<file path="config.mk">
export PLATFORM = sky130hd
export DESIGN_NAME = seg_display_capture_flat
export DESIGN_NICKNAME = d
export VERILOG_FILES = /design/src/rtl/seg_display_capture_if.sv /design/src/rtl/seg_display_capture.sv /design/src/flat_wrapper.sv
export SDC_FILE = /design/constraint.sdc
export NUM_CORES = 1
export LEC_CHECK = 0
export CORE_ASPECT_RATIO = 1.4
export CORE_MARGIN = 5
export CORE_UTILIZATION = 50
export CTS_BUF_LIST = sky130_fd_sc_hd__clkbuf_4 sky130_fd_sc_hd__clkbuf_8
export DETAILED_ROUTE_END_ITERATION = 10
export GPL_TIMING_DRIVEN = 1
export PLACE_DENSITY = 0.73
export SETUP_SLACK_MARGIN = 0.2
export SLEW_MARGIN = 30
export SYNTH_ARGS = -nofsm -noshare
export SYNTH_HDL_FRONTEND = slang
export SYNTH_SLANG_ARGS = --single-unit
</file>
<file path="constraint.sdc">
create_clock -name clk -period 3.1 [get_ports clk]
set_input_delay 0.775 -clock clk [delete_from_list [all_inputs] [get_ports clk]]
set_output_delay 0.775 -clock clk [all_outputs]
set_load 0.02 [all_outputs]
</file>
<file path="src/rtl/seg_display_capture_if.sv">
// Bundle of the seven-segment bus seen by the capture block and the
// decoded frame it publishes back to the surrounding logic.
interface seg_display_capture_if;
   logic [7:0]  segmentos;
   logic [3:0]  sel_seg;
   logic [15:0] value;
   logic [3:0]  dp_out;
   logic        frame_valid;
   logic        pattern_err;
   logic [7:0]  err_count;

   modport master (
      output segmentos, sel_seg,
      input  value, dp_out, frame_valid, pattern_err, err_count
   );

   modport slave (
      input  segmentos, sel_seg,
      output value, dp_out, frame_valid, pattern_err, err_count
   );
endinterface

</file>
<file path="src/rtl/seg_display_capture.sv">
// Receive-side decoder for a four-digit multiplexed seven-segment bus.
// Samples segments/selects, waits for a stable run, decodes each digit
// back to a hex nibble and publishes a 16-bit value per complete frame.
module seg_display_capture #(
   parameter int unsigned STABLE_CYCLES  = 4,
   parameter bit          SEL_ACTIVE_LOW = 1'b1,
   parameter bit          SEG_ACTIVE_LOW = 1'b0
) (
   input logic                  clk,
   input logic                  rst,
   seg_display_capture_if.slave bus
);

   localparam logic [7:0] STABLE_MAX = 8'(STABLE_CYCLES);
   localparam logic [7:0] STABLE_PRE = 8'(STABLE_CYCLES - 1);

   logic [11:0] samp_q;
   logic        primed_q;
   logic [7:0]  cnt_q;
   logic [15:0] slot_q, slot_d;
   logic [3:0]  slot_dp_q, slot_dp_d;
   logic [3:0]  seen_q, seen_d;
   logic [15:0] value_q;
   logic [3:0]  dp_q;
   logic        fv_q, pe_q;
   logic [7:0]  errc_q;

   logic [11:0] raw_in;
   logic        same, commit, frame_done, err_hit;
   logic [7:0]  seg_n;
   logic [3:0]  sel_n;
   logic        dec_ok;
   logic [3:0]  dec_nib;

   // The sample register doubles as the held sample: the incoming bus is
   // compared against it, so the run count equals registered samples - 1.
   assign raw_in     = {bus.segmentos, bus.sel_seg};
   assign same       = primed_q && (raw_in == samp_q);
   assign commit     = same && (cnt_q == STABLE_PRE);
   assign seg_n      = SEG_ACTIVE_LOW ? ~samp_q[11:4] : samp_q[11:4];
   assign sel_n      = SEL_ACTIVE_LOW ? ~samp_q[3:0]  : samp_q[3:0];
   assign frame_done = (seen_q == 4'b1111);

   // Input sampling and stability run counter
   always_ff @(posedge clk) begin
      if (rst) begin
         samp_q   <= '0;
         primed_q <= 1'b0;
         cnt_q    <= '0;
      end else begin
         samp_q   <= raw_in;
         primed_q <= 1'b1;
         if (!same)
            cnt_q <= '0;
         else if (cnt_q != STABLE_MAX)
            cnt_q <= cnt_q + 8'd1;
      end
   end

   // Segment pattern (gfedcba) to hex nibble
   always_comb begin
      dec_ok  = 1'b1;
      dec_nib = 4'h0;
      case (seg_n[6:0])
         7'h3F: dec_nib = 4'h0;
         7'h06: dec_nib = 4'h1;
         7'h5B: dec_nib = 4'h2;
         7'h4F: dec_nib = 4'h3;
         7'h66: dec_nib = 4'h4;
         7'h6D: dec_nib = 4'h5;
         7'h7D: dec_nib = 4'h6;
         7'h07: dec_nib = 4'h7;
         7'h7F: dec_nib = 4'h8;
         7'h6F: dec_nib = 4'h9;
         7'h77: dec_nib = 4'hA;
         7'h7C: dec_nib = 4'hB;
         7'h39: dec_nib = 4'hC;
         7'h5E: dec_nib = 4'hD;
         7'h79: dec_nib = 4'hE;
         7'h71: dec_nib = 4'hF;
         default: dec_ok = 1'b0;
      endcase
   end

   // Commit handling; the frame clear is applied before any same-cycle commit
   always_comb begin
      slot_d    = slot_q;
      slot_dp_d = slot_dp_q;
      seen_d    = frame_done ? 4'b0000 : seen_q;
      err_hit   = 1'b0;
      if (commit && $onehot(sel_n)) begin
         for (int unsigned i = 0; i < 4; i++) begin
            if (sel_n[i]) begin
               if (dec_ok) begin
                  slot_d[4*i +: 4] = dec_nib;
                  slot_dp_d[i]     = seg_n[7];
                  seen_d[i]        = 1'b1;
               end else begin
                  seen_d[i] = 1'b0;
                  err_hit   = 1'b1;
               end
            end
         end
      end
   end

   // Digit slots, frame publication and error accounting
   always_ff @(posedge clk) begin
      if (rst) begin
         slot_q    <= '0;
         slot_dp_q <= '0;
         seen_q    <= '0;
         value_q   <= '0;
         dp_q      <= '0;
         fv_q      <= 1'b0;
         pe_q      <= 1'b0;
         errc_q    <= '0;
      end else begin
         slot_q    <= slot_d;
         slot_dp_q <= slot_dp_d;
         seen_q    <= seen_d;
         fv_q      <= frame_done;
         pe_q      <= err_hit;
         if (frame_done) begin
            value_q <= slot_q;
            dp_q    <= slot_dp_q;
         end
         if (err_hit && (errc_q != 8'hFF))
            errc_q <= errc_q + 8'd1;
      end
   end

   assign bus.value       = value_q;
   assign bus.dp_out      = dp_q;
   assign bus.frame_valid = fv_q;
   assign bus.pattern_err = pe_q;
   assign bus.err_count   = errc_q;

endmodule

</file>
<file path="src/flat_wrapper.sv">
// flat-port wrapper written by rule: the top's interface ports become plain ports
module seg_display_capture_flat 
#(
   parameter int unsigned STABLE_CYCLES  = 4,
   parameter bit          SEL_ACTIVE_LOW = 1'b1,
   parameter bit          SEG_ACTIVE_LOW = 1'b0
)
  (clk, rst, bus_segmentos, bus_sel_seg, bus_value, bus_dp_out, bus_frame_valid, bus_pattern_err, bus_err_count);
  seg_display_capture_if bus_i ();
  input logic clk;
  input logic rst;
  input wire logic [$bits(bus_i.segmentos)-1:0] bus_segmentos;
  input wire logic [$bits(bus_i.sel_seg)-1:0] bus_sel_seg;
  output wire logic [$bits(bus_i.value)-1:0] bus_value;
  output wire logic [$bits(bus_i.dp_out)-1:0] bus_dp_out;
  output wire logic [$bits(bus_i.frame_valid)-1:0] bus_frame_valid;
  output wire logic [$bits(bus_i.pattern_err)-1:0] bus_pattern_err;
  output wire logic [$bits(bus_i.err_count)-1:0] bus_err_count;
  assign bus_i.segmentos = bus_segmentos;
  assign bus_i.sel_seg = bus_sel_seg;
  assign bus_value = bus_i.value;
  assign bus_dp_out = bus_i.dp_out;
  assign bus_frame_valid = bus_i.frame_valid;
  assign bus_pattern_err = bus_i.pattern_err;
  assign bus_err_count = bus_i.err_count;
  seg_display_capture #(.STABLE_CYCLES(STABLE_CYCLES), .SEL_ACTIVE_LOW(SEL_ACTIVE_LOW), .SEG_ACTIVE_LOW(SEG_ACTIVE_LOW)) u_core (.clk(clk), .rst(rst), .bus(bus_i));
endmodule
</file>
==> summary.md, run 1 <==
| Metric | Value |
|---|---|
| IR drop worst, VDD | `0.4923 mV` |
| Mean number of vias per cell | `5.468` |
| Horiz. Die Dim | `79.61 µm` |
| Number of port buffers | `43` |
| Post-route non-filler standard cell count | `532` |
| Overall Power | `1.932 mW` |
| Worst path most repeated cell | `sky130_fd_sc_hd__ha_4` |
| Distinct cells, synth | `50` |
| Crit path time final | `2.869 ns` |
| Overflow left after global routing | `0` |
| Crit path capture type | `register` |
| Slew at the pin closest to its max-slew limit | `0.7003 ns` |
| Net count of the mapped netlist | `403` |
| Number of max-cap violations | `0` |
| Largest stage delay on the critical path | `0.45 ns` |
| Syn Inst Count | `382` |
| Global-route usage over all layers | `0.1941` |
| Mean post-synth cell area | `8.880 µm²` |
| Number of enable-type register cells in the synthesized netlist | `0` |
| Kind of critical path | `register to register` |
| Avg WL per Cell | `15.37 µm` |
| Result of the run | `complete, no violations` |
| Peak Freq | `348.5 MHz` |
| Number of DRC markers in iteration 0 | `168` |
| Detailed-route DRC error count | `0` |
| Final Hold Vio Count | `0` |
| Most frequent cells in the layout | `sky130_fd_sc_hd__dfxtp_1 (68), sky130_fd_sc_hd__nand2_1 (53), sky130_fd_sc_hd__clkdlybuf4s50_1 (42), sky130_fd_sc_hd__a21oi_1 (33), sky130_fd_sc_hd__buf_4 (23)` |
| Fin. max-slew vios | `0` |
| Synth async-reset ratio | `0` |
| Half-perimeter wire length of the detailed placement result | `5605 µm` |
| Largest net degree at the start of global routing | `57` |
| Finished Cell Area | `0.004332 mm²` |
| Maximum root-to-sink buffer count | `2` |
| Effective utilization at floorplan | `0.5130` |
| Most common library cell in the layout ignoring fill and taps | `sky130_fd_sc_hd__dfxtp_1` |
| Core footprint | `0.006613 mm²` |
| Number of instances on the worst hold path | `2` |
| DP Worst Slack | `-0.06511 ns` |
| Yosys Warn Count | `0` |
| Mapped cell area | `0.003392 mm²` |
| Cells along the critical path | `inv_2, ha_4, ha_4, fa_1, nor2_1, nand3_1, nor3b_4, buf_6, nand2_8, or3_4, mux2_4` |
| Detailed-route via count | `2909` |
| Die Y | `107.5 µm` |
| Placed cells | `508` |
| Setup repair after global routing missed its margin | `yes` |
| TritonCTS clock tree | `done` |
| Data arrival time of the critical path | `3.11 ns` |
| Power per Cell Area | `446.1 mW/mm²` |
| Total negative setup slack | `0 ns` |
| Initial DRT Pass Iterations | `4` |
| Category of cells accounting for the largest share of critical-path delay | `simple AND/OR/NAND/NOR gates` |
| Ratio of cells with drive above 1 in the final layout | `0.1977` |
| Data required time at the worst endpoint | `3.35 ns` |
| Worst skew pair latency | `0.35 ns` |
| Max FO, Critical Path | `8` |
| Initial antenna violation count | `0` |
| Top FF cell, synth | `sky130_fd_sc_hd__dfxtp_1` |
| Post-layout utilization of the core | `0.6551` |
| Final Skew | `0.004493 ns` |
| Leakage power | `1.534 nW` |
| Worst slew margin relative to its limit | `0.5282` |
| Final period utilization | `0.9255` |
| Post-CTS clock slew at the launch and capture registers of the worst setup and hold paths | `0.08 ns` |
| Path class of the lowest-slack min-delay path | `register to register` |
| FF+latch count, synth | `75` |
| Crit path buf inv count | `2` |
| Proportion of synthesized chip area in sequential cells | `0.4426` |
| Wire length of the first global-routing pass | `13060 µm` |
| Antenna diode count | `0` |
| Placement Cell Area | `0.003944 mm²` |
| Row count | `35` |
| Crit path depth | `11` |
| Area overhead of the layout relative to synthesis | `27.70%` |
| Library cell used as clock root buffer | `sky130_fd_sc_hd__clkbuf_8` |
| Vias in the first global route | `2779` |
| Setup slack after layout | `0.2309 ns` |
| IO Pins | `44` |
| Slowest cell on the critical path | `sky130_fd_sc_hd__fa_1` |
| Weighted congestion reported at the end of routability-driven placement | `0.8221` |
| Kind of start point of the critical path | `register` |
| Cells on worst reg2reg path | `11` |
| Antenna Nets Post-Route | `0` |
| Final Routed Wirelength | `8178 µm` |
| Hold Slack | `0.4517 ns` |
| Maximum level of the CTS H-tree | `3` |
| Clock sinks | `75` |
| CTS Buf Count | `9` |
| Fill cell count | `543` |
| Net count of the finished layout | `456` |
| Setup violation total in the final timing report | `0` |
| Die Area | `0.008554 mm²` |
-- cell type report --
type	instances	area, µm²	share of cell area
multi-input combinational	270	1828	0.4220
timing repair buffer	68	620.6	0.1433
inverter	11	41.29	0.009532
sequential	75	1510	0.3486
clock buffer	9	123.9	0.02860
tap	92	115.1	0.02657
clock inverter	7	92.59	0.02137
-- timing repair --
action / CTS / global route
hold buffers: 0 / 0
pin swaps: 1 / 11
resized for setup: 6 / 22
buffers inserted: 5 / 3
setup endpoints to repair: 24 / 26
-- path summary, 6_finish.rpt --
check,start,to,slack (ns)
max,u_core.samp_q[3]$_SDFF_PP0_,u_core.slot_q[14]$_SDFFE_PP0P_,0.23
min reg2reg,u_core.slot_q[12]$_SDFFE_PP0P_,u_core.bus.value[12]$_SDFFE_PP0P_,0.45
max reg2reg,u_core.samp_q[3]$_SDFF_PP0_,u_core.slot_q[14]$_SDFFE_PP0P_,0.23
min,u_core.slot_q[12]$_SDFFE_PP0P_,u_core.bus.value[12]$_SDFFE_PP0P_,0.45
-- synthesized netlist by cell type, types with 2 or more instances --
master | n | area share
sky130_fd_sc_hd__dfxtp_1 | 75 | 0.44
sky130_fd_sc_hd__nand2_1 | 54 | 0.060
sky130_fd_sc_hd__a21oi_1 | 33 | 0.049
sky130_fd_sc_hd__nor2b_1 | 20 | 0.037
sky130_fd_sc_hd__nor2_1 | 18 | 0.020
sky130_fd_sc_hd__nand3_1 | 15 | 0.022
sky130_fd_sc_hd__xnor2_1 | 14 | 0.036
sky130_fd_sc_hd__clkbuf_1 | 13 | 0.014
sky130_fd_sc_hd__buf_2 | 12 | 0.018
sky130_fd_sc_hd__inv_1 | 10 | 0.011
sky130_fd_sc_hd__mux2_2 | 9 | 0.030
sky130_fd_sc_hd__a31o_2 | 8 | 0.021
sky130_fd_sc_hd__nand4_1 | 7 | 0.013
sky130_fd_sc_hd__nor4_1 | 7 | 0.013
sky130_fd_sc_hd__ha_1 | 6 | 0.022
sky130_fd_sc_hd__nor3_1 | 6 | 0.0089
sky130_fd_sc_hd__o21ai_0 | 6 | 0.0089
sky130_fd_sc_hd__o31ai_1 | 6 | 0.013
sky130_fd_sc_hd__or3_1 | 6 | 0.011
sky130_fd_sc_hd__or4_1 | 6 | 0.013
sky130_fd_sc_hd__xor2_1 | 5 | 0.013
sky130_fd_sc_hd__and3_1 | 4 | 0.0074
sky130_fd_sc_hd__mux2i_1 | 4 | 0.012
sky130_fd_sc_hd__o211ai_1 | 4 | 0.0089
sky130_fd_sc_hd__nand2b_1 | 3 | 0.0055
sky130_fd_sc_hd__nor4bb_1 | 3 | 0.0089
sky130_fd_sc_hd__and4_1 | 2 | 0.0052
sky130_fd_sc_hd__nand3b_1 | 2 | 0.0044
sky130_fd_sc_hd__o21a_1 | 2 | 0.0044
sky130_fd_sc_hd__or3b_2 | 2 | 0.0052
-- logic make-up (layout without fill, tap and decap cells) --
kind of cell             count (synthesis)  count (layout)  synth area share
AND/OR/NAND/NOR                        162             162            0.2578
multiplexers                            13              13           0.04168
flip-flops                              75              75            0.4426
buffers and inverters                   37              95           0.04648
XOR/XNOR                                19              19           0.04906
AO/OA/AOI/OAI                           69              69            0.1343
adder cells (fa/ha/maj)                  7               7           0.02803
-- sequential cells by signal, indices dropped and copies added, names as in the netlist --
register,flops
u_core.bus.dp_out,4
u_core.bus.err_count,8
u_core.bus.frame_valid,1
u_core.bus.pattern_err,1
u_core.bus.value,16
u_core.cnt_q,8
u_core.primed_q,1
u_core.samp_q,12
u_core.seen_q,4
u_core.slot_dp_q,4
u_core.slot_q,16
-- worst reg2reg max path: cells and delay by family (launching register included) --
kind / cells / cell delay, ns
flip-flops: 1 / 0.34
AND/OR/NAND/NOR: 5 / 1.07
buffers and inverters: 2 / 0.20
adder cells (fa/ha/maj): 3 / 0.85
multiplexers: 1 / 0.31
-- where the power goes --
group          switching, mW  internal [mW]  leakage (nW)  total [mW]
clock network          0.373          0.450         0.101       0.822
logic                 0.0616         0.0576         0.823       0.119
registers             0.0182          0.972         0.609       0.991
-- routing by layer --
layer	wire length, µm	track usage	up-vias
met4	162	0.07617	0
li1	-	-	1446
met3	372	0.03685	15
met5	0	0	-
met1	3271	0.2148	1378
met2	4371	0.3572	70
Note: power is estimated with default switching activity, not from simulation.
==> inputs of run 2 (changes only) <==
CTS_CLUSTER_DIAMETER = 120   (was unset)
SETUP_SLACK_MARGIN = 0.02   (was 0.2)
==> run 2 against run 1 <==
  * Clock skew down 0.00078 ns
  * Highest routed layer unchanged
  * Largest power group unchanged
  * Register-to-register slack got worse by 0.05 ns
  * Cell area down 3.0%
  * First-iteration DRC count up 7.7%
  * Sequential power about the same
  * Largest cell class unchanged
==> summary.md, run 2 (synthesized netlist as in run 1, its figures left out) <==
| Metric | Value |
|---|---|
| Weighted congestion reported at the end of routability-driven placement | `0.8221 (unchanged)` |
| Kind of critical path | `register to register` |
| Die Area | `0.008554 mm² (unchanged)` |
| Detailed-route via count | `2853 (-1.9%)` |
| Clock sinks | `75 (unchanged)` |
| Final Hold Vio Count | `0 (unchanged)` |
| Post-route non-filler standard cell count | `525 (-1.3%)` |
| Critical register-to-register path startpoint | `u_core.samp_q[0]$_SDFF_PP0_` |
| Most common library cell in the layout ignoring fill and taps | `sky130_fd_sc_hd__dfxtp_1` |
| Final Routed Wirelength | `7853 µm (-4.0%)` |
| Worst setup path start | `u_core.samp_q[0]$_SDFF_PP0_` |
| Worst hold path startpoint | `u_core.slot_q[12]$_SDFFE_PP0P_` |
| TritonCTS clock tree | `done` |
| Net count of the finished layout | `449 (-1.5%)` |
| Path class of the lowest-slack min-delay path | `register to register` |
| Horiz. Die Dim | `79.61 µm (unchanged)` |
| Initial antenna violation count | `0 (unchanged)` |
| Leakage power | `1.490 nW (-2.8%)` |
| Vias in the first global route | `2750 (-1.0%)` |
| Most frequent cells in the layout | `sky130_fd_sc_hd__dfxtp_1 (75), sky130_fd_sc_hd__nand2_1 (53), sky130_fd_sc_hd__clkdlybuf4s50_1 (42), sky130_fd_sc_hd__a21oi_1 (33), sky130_fd_sc_hd__nor2b_1 (20)` |
| Ratio of cells with drive above 1 in the final layout | `0.1501 (-0.04761)` |
| Setup repair after global routing missed its margin | `no` |
| DP Worst Slack | `-0.06511 ns (unchanged)` |
| Overflow left after global routing | `0 (unchanged)` |
| Slew at the pin closest to its max-slew limit | `0.6981 ns (-0.002178 ns)` |
| Power per Cell Area | `456.0 mW/mm² (+2.2%)` |
| Library cell used as clock root buffer | `sky130_fd_sc_hd__clkbuf_8` |
| Half-perimeter wire length of the detailed placement result | `5605 µm (unchanged)` |
| Avg WL per Cell | `14.96 µm (-2.7%)` |
| Antenna diode count | `0 (unchanged)` |
| CTS Buf Count | `9 (unchanged)` |
| Storage element area | `0.001501 mm² (-0.58%)` |
| Maximum root-to-sink buffer count | `2 (unchanged)` |
| Placement Cell Area | `0.003944 mm² (unchanged)` |
| Cells on worst reg2reg path | `10 (-1)` |
| Largest net degree at the start of global routing | `57 (unchanged)` |
| Wire length of the first global-routing pass | `12980 µm (-0.64%)` |
| IR drop worst, VDD | `0.4186 mV (-15%)` |
| Post-CTS clock slew at the launch and capture registers of the worst setup and hold paths | `0.08 ns (about the same)` |
| Core footprint | `0.006613 mm² (unchanged)` |
| Max FO, Critical Path | `9 (+1)` |
| Row count | `35 (unchanged)` |
| Final Skew | `0.003718 ns (-0.0007754 ns)` |
| Antenna Nets Post-Route | `0 (unchanged)` |
| Number of instances on the worst hold path | `2 (unchanged)` |
| Hold Slack | `0.4505 ns (-0.001160 ns)` |
| Worst skew pair latency | `0.35 ns (about the same)` |
| Number of port buffers | `43 (unchanged)` |
| Initial DRT Pass Iterations | `4 (unchanged)` |
| Number of DRC markers in iteration 0 | `181 (+7.7%)` |
| Maximum level of the CTS H-tree | `3 (unchanged)` |
| Fill cell count | `564 (+3.9%)` |
| Result of the run | `complete, no violations` |
| Crit path capture type | `register` |
| Setup slack after layout | `0.1829 ns (-0.04796 ns)` |
| Placed cells | `508 (unchanged)` |
| Detailed-route DRC error count | `0 (unchanged)` |
| Multi-input gate area in the final layout | `0.001767 mm² (-3.4%)` |
| Kind of start point of the critical path | `register` |
| Fin. max-slew vios | `0 (unchanged)` |
| Data required time at the worst endpoint | `3.34 ns (about the same)` |
| Final period utilization | `0.9410 (+0.01547)` |
| Area overhead of the layout relative to synthesis | `23.87%` |
| Number of max-cap violations | `0 (unchanged)` |
| Finished Cell Area | `0.004202 mm² (-3.0%)` |
| Worst slew margin relative to its limit | `0.5297 (+0.001467)` |
| Mean number of vias per cell | `5.434 (-0.62%)` |
| Setup violation total in the final timing report | `0 (unchanged)` |
| Peak Freq | `342.8 MHz (-1.6%)` |
| Data arrival time of the critical path | `3.16 ns (+0.05 ns)` |
| IO Pins | `44 (unchanged)` |
| Global-route usage over all layers | `0.1932 (-0.0008703)` |
| Post-layout utilization of the core | `0.6354 (-0.01968)` |
| Effective utilization at floorplan | `0.5130 (unchanged)` |
| Die Y | `107.5 µm (unchanged)` |
| Crit path time final | `2.917 ns (+0.04796 ns)` |
[run 2: power by group]
part           total (mW)  switching, mW  internal, mW
registers           0.989         0.0178         0.971
logic               0.109         0.0571        0.0515
clock network       0.818          0.368         0.450
[run 2: area by class of cell]
type                       instances  area share
multi-input combinational        270      0.4205
sequential                        75      0.3574
timing repair buffer              61      0.1334
clock buffer                       9     0.02948
tap                               92     0.02740
clock inverter                     7     0.02204
inverter                          11    0.009827
[run 2: through the flow]
step                      setup TNS (ns)  power, mW
after floorplan                        0      1.075
after global placement                 0      1.116
after detailed placement         -0.7048      1.118
after CTS                              0      1.926
after global routing                   0      1.977
final                                  0      1.916
[run 2: path summary, 6_finish.rpt]
| path | to | slack, ns |
|---|---|---|
| setup / recovery | u_core.slot_q[8]$_SDFFE_PP0P_ | 0.18 |
| hold / removal | u_core.bus.value[12]$_SDFFE_PP0P_ | 0.45 |
| setup reg to reg | u_core.slot_q[8]$_SDFFE_PP0P_ | 0.18 |
| hold reg to reg | u_core.bus.value[12]$_SDFFE_PP0P_ | 0.45 |
[run 2: per-layer routing]
metal / up-vias / share of wire / global-route usage
li1: 1432 / - / -
met1: 1350 / 0.41 / 0.2148
met2: 60 / 0.54 / 0.3566
met3: 11 / 0.036 / 0.03601
met4: 0 / 0.015 / 0.07248
met5: - / 0 / 0
[run 2: what timing repair did]
item                                    4_1_cts  5_1_grt
endpoints found under the setup margin        0       25
resized for setup                             0        7
hold buffers                                  0        0
endpoints found under the hold margin         0        0
buffers inserted                              0        1
[run 2: worst max-delay path: stages (launching register included)]
cell,delay (ns)
sky130_fd_sc_hd__dfxtp_1,0.34
sky130_fd_sc_hd__inv_1,0.06
sky130_fd_sc_hd__ha_1,0.30
sky130_fd_sc_hd__ha_1,0.21
sky130_fd_sc_hd__fa_1,0.43
sky130_fd_sc_hd__nor2_1,0.14
sky130_fd_sc_hd__nand3_1,0.13
sky130_fd_sc_hd__nor3b_4,0.28
sky130_fd_sc_hd__nand2_2,0.18
sky130_fd_sc_hd__or3_4,0.46
sky130_fd_sc_hd__mux2_2,0.28
==> inputs of run 3 (changes only) <==
CTS_CLUSTER_SIZE = 20   (was unset)
REMOVE_ABC_BUFFERS = 1   (was unset)
==> run 3 against run 2 <==
  * Combinational power shrank 5%
  * Sequential power barely moved
  * Largest cell class unchanged
  * Worst hold slack improved by 0.0027 ns
  * Fmax shrank 0.41%
  * Cell count rose by 0.19%
  * Global-route usage shrank 0.99 points
  * Die area stayed put
  * Worst setup slack lost 0.012 ns
  * Clock-buffer cell count grew 2
==> summary.md, run 3 (synthesized netlist as in run 1, its figures left out) <==
| Metric | Value |
|---|---|
| Setup violation total in the final timing report | `0 (unchanged)` |
| Critical register-to-register path startpoint | `u_core.samp_q[1]$_SDFF_PP0_` |
| CTS Buf Count | `9 (unchanged)` |
| Global-route usage over all layers | `0.1833 (-0.009904)` |
| Result of the run | `complete, no violations` |
| Terminus of the critical flop-to-flop path | `u_core.slot_q[2]$_SDFFE_PP0P_` |
| Clock Power Share | `0.465 (+0.038)` |
| Data arrival time of the critical path | `3.17 ns (about the same)` |
| Net Sw Frac | `0.2145 (-0.01681)` |
| Horiz. Die Dim | `79.61 µm (unchanged)` |
| Data required time at the worst endpoint | `3.34 ns (about the same)` |
| Cells on worst reg2reg path | `10 (unchanged)` |
| Worst slew margin relative to its limit | `0.5704 (+0.04072)` |
| Maximum level of the CTS H-tree | `3 (unchanged)` |
| Reg2reg setup slack | `0.17 ns (about the same)` |
| Largest stage delay on the critical path | `0.46 ns (about the same)` |
| Initial DRT Pass Iterations | `5 (+1)` |
| Kind of critical path | `register to register` |
| Category of cells accounting for the largest share of critical-path delay | `simple AND/OR/NAND/NOR gates` |
| IO Pins | `44 (unchanged)` |
| Worst path most repeated cell | `sky130_fd_sc_hd__ha_1` |
| Crit path capture type | `register` |
| Most common library cell in the layout ignoring fill and taps | `sky130_fd_sc_hd__dfxtp_1` |
| Internal portion of total power | `1.606 mW (+9.0%)` |
| Peak Freq | `341.4 MHz (-0.41%)` |
| Setup repair after global routing missed its margin | `no` |
| Row count | `35 (unchanged)` |
| Total net switching power | `0.4385 mW (-1.0%)` |
| Hold Path Sink | `u_core.bus.value[13]$_SDFFE_PP0P_` |
| Mean number of vias per cell | `5.464 (+0.54%)` |
| Cells along the critical path | `inv_1, ha_1, ha_1, fa_1, nor2_1, nand3_1, nor3b_4, nand2_2, or3_4, mux2_2` |
| Max FO, Critical Path | `9 (unchanged)` |
| Met1 Routed Length | `3076 µm (-4.8%)` |
| Largest net degree at the start of global routing | `25 (-56%)` |
| TritonCTS clock tree | `done` |
| Detailed-route DRC error count | `0 (unchanged)` |
| Die Y | `107.5 µm (unchanged)` |
| Final Hold Vio Count | `0 (unchanged)` |
| Effective utilization at floorplan | `0.5130 (unchanged)` |
| Number of instances on the worst hold path | `2 (unchanged)` |
| Initial antenna violation count | `0 (unchanged)` |
| Number of max-cap violations | `0 (unchanged)` |
| Sum of met3 wire segment lengths after detailed routing | `239 µm (-16%)` |
| Overflow left after global routing | `0 (unchanged)` |
| Sequential share of power | `0.484 (-0.032)` |
| Fin. max-slew vios | `0 (unchanged)` |
| Weighted congestion reported at the end of routability-driven placement | `0.8324 (+1.3%)` |
| Number of port buffers | `43 (unchanged)` |
| Setup Buffers After CTS | `0 (unchanged)` |
| Final period utilization | `0.9449 (+0.003908)` |
| Crit path buf inv count | `1 (unchanged)` |
| Share of total power in combinational logic | `0.051 (-0.006)` |
| Worst hold path startpoint | `u_core.bus.value[13]$_SDFFE_PP0P_` |
| Die Area | `0.008554 mm² (unchanged)` |
| Final Skew | `0.008178 ns (+0.004461 ns)` |
| Post-route non-filler standard cell count | `526 (+0.19%)` |
| Path class of the lowest-slack min-delay path | `register to register` |
| IR drop worst, VDD | `0.2922 mV (-30%)` |
| Vias in the first global route | `2781 (+1.1%)` |
| Detailed-route via count | `2874 (+0.74%)` |
| Post-cts hold buffer count | `0 (unchanged)` |
| Area overhead of the layout relative to synthesis | `25.19%` |
| Library cell used as clock root buffer | `sky130_fd_sc_hd__clkbuf_8` |
| Core footprint | `0.006613 mm² (unchanged)` |
| Ratio of cells with drive above 1 in the final layout | `0.1498 (-0.0003459)` |
| Worst skew pair latency | `0.35 ns (about the same)` |
| Slowest cell on the critical path | `sky130_fd_sc_hd__or3_4` |
| Most frequent cells in the layout | `sky130_fd_sc_hd__dfxtp_1 (75), sky130_fd_sc_hd__nand2_1 (53), sky130_fd_sc_hd__clkdlybuf4s50_1 (42), sky130_fd_sc_hd__a21oi_1 (33), sky130_fd_sc_hd__nor2b_1 (20)` |
| Kind of start point of the critical path | `register` |
| Placed cells | `510 (+0.39%)` |
| Avg WL per Cell | `14.04 µm (-6.2%)` |
| Power per Cell Area | `481.4 mW/mm² (+5.6%)` |
| Post-CTS clock slew at the launch and capture registers of the worst setup and hold paths | `0.08 ns (about the same)` |
| Number of DRC markers in iteration 0 | `126 (-30%)` |
| Leakage power | `1.521 nW (+2.1%)` |
| Crit path time final | `2.929 ns (+0.01212 ns)` |
| Uppermost routed layer | `met4` |
| Final Routed Wirelength | `7383 µm (-6.0%)` |
| Antenna diode count | `0 (unchanged)` |
| Total negative setup slack | `0 ns (unchanged)` |
| Maximum root-to-sink buffer count | `2 (unchanged)` |
| Antenna Nets Post-Route | `0 (unchanged)` |
| Met2 wire length | `3902 µm (-7.5%)` |
| Net count of the finished layout | `450 (+0.22%)` |
| Wire length of the first global-routing pass | `12570 µm (-3.1%)` |
| Half-perimeter wire length of the detailed placement result | `5249 µm (-6.4%)` |
| Slew at the pin closest to its max-slew limit | `0.6444 ns (-0.05370 ns)` |
| Clock sinks | `75 (unchanged)` |
## run 3: through the flow
step,total power [mW],setup slack [ns],utilization,hold WS (ns),area (µm²)
6_report,2.044,0.1708,0.6422,0.4532,4247
4_1_cts,2.061,0.01775,0.6394,0.4562,4228
2_1_floorplan,1.060,0.1595,-,0.4212,3276
3_3_place_gp,1.112,-0.004655,0.5987,0.4411,3959
5_1_grt,2.118,0.02934,0.6422,0.4730,4247
3_5_place_dp,1.115,-0.04999,0.5987,0.4456,3959
## run 3: what timing repair did
item	CTS	global route
resized for setup	2	4
hold endpoints to repair	0	0
pin swaps	0	1
setup endpoints to repair	4	20
## run 3: power by group through the flow
| stage | Sequential (mW) | Clock (mW) | Combinational [mW] |
|---|---|---|---|
| CTS | 0.989 | 0.968 | 0.104 |
| detailed placement | 1.01 | 0 | 0.103 |
| global route | 0.991 | 1.01 | 0.114 |
| floorplan | 1.01 | 0 | 0.0504 |
| finish | 0.989 | 0.951 | 0.104 |
| global placement | 1.01 | 0 | 0.101 |
## run 3: layer usage
metal | vias up | global-route usage
met4 | 0 | 0.08968
met2 | 56 | 0.3250
met1 | 1370 | 0.2087
li1 | 1435 | -
met5 | - | 0
met3 | 13 | 0.03099
## run 3: layout make-up
cell class / instances / area [µm²]
fill: 584 / 2366
multi-input combinational: 270 / 1762
sequential: 75 / 1501
timing repair buffer: 62 / 568.0
clock buffer: 11 / 151.4
tap: 92 / 115.1
clock inverter: 5 / 107.6
inverter: 11 / 41.29
## run 3: worst reg2reg max path: stages (launching register included)
cell                      delay (ns)
sky130_fd_sc_hd__dfxtp_1        0.39
sky130_fd_sc_hd__inv_1          0.08
sky130_fd_sc_hd__ha_1           0.27
sky130_fd_sc_hd__ha_1           0.21
sky130_fd_sc_hd__fa_1           0.43
sky130_fd_sc_hd__nor2_1         0.12
sky130_fd_sc_hd__nand3_1        0.13
sky130_fd_sc_hd__nor3b_4        0.27
sky130_fd_sc_hd__nand2_2        0.18
sky130_fd_sc_hd__or3_4          0.46
sky130_fd_sc_hd__mux2_2         0.29
## run 3: worst max path at each step
stage	cells past startpoint	slack, ns	start	to
2_1_floorplan	10	0.16	u_core.samp_q[0]$_SDFF_PP0_	u_core.slot_q[0]$_SDFFE_PP0P_
3_3_place_gp	7	-0.005	bus_sel_seg[1]	u_core.slot_q[0]$_SDFFE_PP0P_
3_5_place_dp	7	-0.05	bus_sel_seg[1]	u_core.slot_q[2]$_SDFFE_PP0P_
4_1_cts	10	0.02	u_core.samp_q[1]$_SDFF_PP0_	u_core.slot_q[14]$_SDFFE_PP0P_
5_1_grt	11	0.03	u_core.samp_q[1]$_SDFF_PP0_	u_core.bus.err_count[5]$_SDFFE_PP0P_
6_report	10	0.17	u_core.samp_q[1]$_SDFF_PP0_	u_core.slot_q[2]$_SDFFE_PP0P_
